$ cat src/rtl/mem_arbiter.sv
// Two-port (instruction fetch / data) arbiter in front of one single-port memory with fixed read latency.
// Optional macro ARB_ROUND_ROBIN_EN replaces fixed D-over-I priority with round-robin between the ports.
module mem_arbiter #(
    parameter int AW      = 32,
    parameter int DW      = 32,
    parameter int MEM_LAT = 2
) (
    input  logic          clk,
    input  logic          rst,
    // instruction fetch port
    input  logic          i_req,
    input  logic [AW-1:0] i_addr,
    output logic          i_gnt,
    output logic          i_ack,
    output logic [DW-1:0] i_rdata,
    // data port
    input  logic          d_req,
    input  logic          d_we,
    input  logic [AW-1:0] d_addr,
    input  logic [DW-1:0] d_wdata,
    output logic          d_gnt,
    output logic          d_ack,
    output logic [DW-1:0] d_rdata,
    // memory port
    output logic          mem_en,
    output logic          mem_we,
    output logic [AW-1:0] mem_addr,
    output logic [DW-1:0] mem_wdata,
    input  logic [DW-1:0] mem_rdata,
    output logic          busy
);

    localparam logic [3:0] LAT4 = 4'(MEM_LAT);

    typedef enum logic {IDLE, WAIT} state_t;

    state_t     state, state_nxt;
    logic [3:0] cnt;
    logic       own_d;
    logic       own_we;
    logic       gnt_i, gnt_d;
    logic       ack_now;
    logic       d_first;

`ifdef ARB_ROUND_ROBIN_EN
    logic last_d;

    // D wins a tie only when I was the most recent owner
    assign d_first = ~last_d;
`else
    assign d_first = 1'b1;
`endif

    always_comb begin
        state_nxt = state;
        gnt_i     = 1'b0;
        gnt_d     = 1'b0;
        ack_now   = 1'b0;
        case (state)
            IDLE: begin
                if (!rst) begin
                    if (d_req && (d_first || !i_req)) begin
                        gnt_d = 1'b1;
                    end else if (i_req) begin
                        gnt_i = 1'b1;
                    end
                    if (gnt_i || gnt_d) begin
                        state_nxt = WAIT;
                    end
                end
            end
            WAIT: begin
                if (cnt == LAT4) begin
                    ack_now   = ~rst;
                    state_nxt = IDLE;
                end
            end
            default: state_nxt = IDLE;
        endcase
    end

    always_ff @(posedge clk) begin
        if (rst) begin
            state  <= IDLE;
            cnt    <= 4'd0;
            own_d  <= 1'b0;
            own_we <= 1'b0;
`ifdef ARB_ROUND_ROBIN_EN
            last_d <= 1'b0;
`endif
        end else begin
            state <= state_nxt;
            if (gnt_i || gnt_d) begin
                cnt    <= 4'd1;
                own_d  <= gnt_d;
                own_we <= gnt_d & d_we;
`ifdef ARB_ROUND_ROBIN_EN
                last_d <= gnt_d;
`endif
            end else if (ack_now) begin
                cnt <= 4'd0;
            end else if (state == WAIT) begin
                cnt <= cnt + 4'd1;
            end
        end
    end

    // memory command is only non-zero in the grant cycle
    always_comb begin
        i_gnt     = gnt_i;
        d_gnt     = gnt_d;
        mem_en    = gnt_i | gnt_d;
        mem_we    = gnt_d & d_we;
        mem_addr  = gnt_d ? d_addr : (gnt_i ? i_addr : '0);
        mem_wdata = gnt_d ? d_wdata : '0;
        i_ack     = ack_now & ~own_d;
        d_ack     = ack_now & own_d;
        i_rdata   = i_ack ? mem_rdata : '0;
        d_rdata   = (d_ack && !own_we) ? mem_rdata : '0;
        busy      = (state == WAIT) && !rst;
    end

endmodule

$ cat config.mk
export PLATFORM = sky130hd
export DESIGN_NAME = mem_arbiter
export DESIGN_NICKNAME = d
export VERILOG_FILES = /design/src/rtl/mem_arbiter.sv
export SDC_FILE = /design/constraint.sdc
export NUM_CORES = 1
export LEC_CHECK = 0
export CAP_MARGIN = 20
export CORE_AREA = 2 2 103 105
export DETAILED_ROUTE_END_ITERATION = 12
export DIE_AREA = 0 0 105 107
export GPL_TIMING_DRIVEN = 1
export MAX_ROUTING_LAYER = met4
export PLACE_DENSITY_LB_ADDON = 0.3
export SYNTH_ARGS = -nofsm -noshare
export SYNTH_HDL_FRONTEND = slang
export SYNTH_SLANG_ARGS = --single-unit
$ cat constraint.sdc
create_clock -name clk -period 3.6 [get_ports clk]
set_input_delay 0.72 -clock clk [delete_from_list [all_inputs] [get_ports clk]]
set_output_delay 0.72 -clock clk [all_outputs]
set_load 0.005 [all_outputs]
==> qor.yml <==
global_routing:
  busiest_layer: "met2"
  use_met1_pct: 15.89
  grt_max_degree: 65
  met2_usage_pct: 28.39
  grt.overflow.total: 0
  grtUsageMet3_pct: 3.161
  grt_pass1_vias: 2449
  antenna_found_initial: 0
  grt_pass1_wl_mm: 12.97
  grt_usage_pct: 14.94
detailed_routing:
  drtPass1Iterations: 4
  drc: 0
  finalWirelength_mm: 8.881
  wl_per_cell_um: 15.16
  drt_iter0_markers: 52
  vias_per_cell: 4.137
  vias: 2424
  ant_nets: 0
clocking:
  htreeDepth: 1
  root_buffer: "clkbuf_8"
  post-cts-setup-buffer-count: 0
  cts_buffer_depth: 2
  cts_tree: "built"
  cts.clk_slew.worst_paths_ns: 0.04
  post_cts_resized: 0
  cts_hold_buf: 0
  clock-sinks: 7
  clock_latency_ns: 0.22
  cts_buffers: 3
placement:
  dp_hpwl_mm: 7.774
  port_buffers: 267
  gp_congestion: 0.8520
  place_ws_ns: 0.1681
synthesis:
  yosysMostFrequentCell: "and2_1"
  yosys.area.top_type: "and2_1"
  synth_area_um2: 1438
  yosysWarnings: 0
  ys_top_cells_by_area: "and2_1 28%, a22o_1 19%, nor3b_1 17%, dfxtp_1 9.7%, buf_2 3.5%"
  synthDistinctLibCells: 27
  yosysSeqAreaShare_pct: 9.748
  synthFlopType: "dfxtp_1"
  synth_commonest_cells: "65 x and2_1, 33 x nor3b_1, 32 x a22o_1"
  synthesis.nets: 328
  synth_edf_count: 0
  synth_top_area_share_pct: 28.29
  synthCells: 193
  syn_avg_cell_area_um2: 7.449
  ys_ff_latch: 7
  ys_async_sr_fraction_pct: 0
timing:
  fmax_ghz: 0.2924
  worst_pin_slew_ns: 0.5725
  grt_setup_unrepaired: "no"
  worst_slack_ns: 0.1795
  period_minus_slack_ns: 3.420
  timing.hold.ws_ns: 0.4767
  hold_violations: 0
  timing.final.max_slew_violations: 0
  fin_crit_sh_pct: 95.01
  skew_ns: 0.0006422
  timing.setup.tns_ns: 0
  slew_headroom_pct: 61.78
  setup_viol: 0
layout:
  fillers: 1053
  fin_nets: 586
  areaGrowthSynthToFinish_pct: 199.9
  drive_gt1_share_pct: 3.333
  num_antenna_cells: 0
flow_run:
  drv_cap: 0
critical_path:
  critPathKind: "in2out"
  cpPeakStageDelay_ns: 0.55
  r2r_cells: 5
  startpoint_type: "input port"
  crit_top_cell: "clkdlybuf4s50_1"
  cp.required_ns: 2.88
  crit_slowest_cell: "clkdlybuf4s50_1"
  crit_chain: "clkdlybuf4s50_1 > and2b_1 > nand3_1 > buf_4 > nor3b_1 > clkdlybuf4s50_1"
  crit_path_end_kind: "primary output"
  rrSetupSlack_ns: 2.23
  critPathArrivalTime_ns: 2.70
  path_max_fanout: 33
worst_hold_path:
  hp-class: "reg2reg"
  hold_path_depth: 2
pwr:
  leakagePower_nw: 1.567
  ir_drop_uv: 74.04
  p_per_area_nw_per_um2: 117.3
floorplanning:
  rows: 37
  initial_utilization_pct: 14.24
  die_y_um: 107
  core-area_um2: 10090
  die_x_um: 105
  io_pins: 268
  die_area_um2: 11240
outcome:
  status: "completed"
-- cells in the final DEF (no fill, tap or decap) --
master and instances:
nor3_1 3, a221oi_1 1, clkbuf_1 1, clkdlybuf4s50_1 267, nor3b_1 33, buf_4 5
inv_1 4, nor4_4 1, o21ai_0 2, xor2_1 2, a32oi_1 2, nand3_1 1
nor2_1 5, a22o_1 32, a21o_1 1, and2_1 65, and2b_1 1, buf_12 3
nand2_1 1, a21oi_1 2, nand4_1 1, nand2b_1 1, dfxtp_1 7, or3b_4 1
ha_1 2, nand3b_1 1, clkbuf_8 3, nor3b_4 2
-- worst paths after layout --
path,from,end
setup / recovery,rst,d_rdata[29]
hold / removal,own_we,own_we
setup reg to reg,cnt[0],cnt[1]
hold reg to reg,own_we,own_we
-- metal layers --
metal,vias up,wire [µm]
met3,10,808
met2,166,4478
met5,-,0
li1,1194,-
met1,1054,3448
met4,0,145
-- through the flow --
step / power [mW] / utilization, % / area [µm²] / cells
detailed placement: 0.4015 / 42.28 / 4267 / 582
floorplan: 0.1632 / - / 1438 / 193
global placement: 0.3983 / 42.28 / 4267 / 582
CTS: 0.5133 / 42.72 / 4312 / 586
global route: 0.5381 / 42.72 / 4312 / 586
finish: 0.5056 / 42.72 / 4312 / 586
-- state kept, by name, indices dropped and copies added, names as in the netlist --
name,count
cnt,4
own_we,1
own_d,1
state,1
-- critical path: cells and delay by family --
| family | cells | cell delay, ns |
|---|---|---|
| AND/OR/NAND/NOR | 3 | 0.65 |
| buffers and inverters | 3 | 1.32 |
-- cell families (layout without fill, tap and decap cells) --
family	count (synthesis)	in the layout	synth area share, %
AND/OR/NAND/NOR	116	116	54.83
flip-flops	7	7	9.747
XOR/XNOR	2	2	1.219
buffers and inverters	26	283	9.225
AO/OA/AOI/OAI	40	40	23.24
adder cells (fa/ha/maj)	2	2	1.740
-- power breakdown --
| group | leakage [nW] | internal, mW | switching [mW] | total, mW |
|---|---|---|---|---|
| Clock | 0.0228 | 0.0765 | 0.0329 | 0.109 |
| Sequential | 0.0576 | 0.0822 | 0.00721 | 0.0894 |
| Combinational | 1.49 | 0.221 | 0.0852 | 0.307 |
| Total | 1.57 | 0.380 | 0.125 | 0.506 |
-- cell type report --
cell class,count,area (µm²),area share [%]
clock buffers,4,45.04,1.045
flip-flops and latches,7,140.1,3.250
well taps,136,170.2,3.947
repair buffers,275,2770,64.25
multi-input cells,160,1171,27.16
inverters,4,15.01,0.3482
No activity file was read; power rests on OpenSTA's default activity.
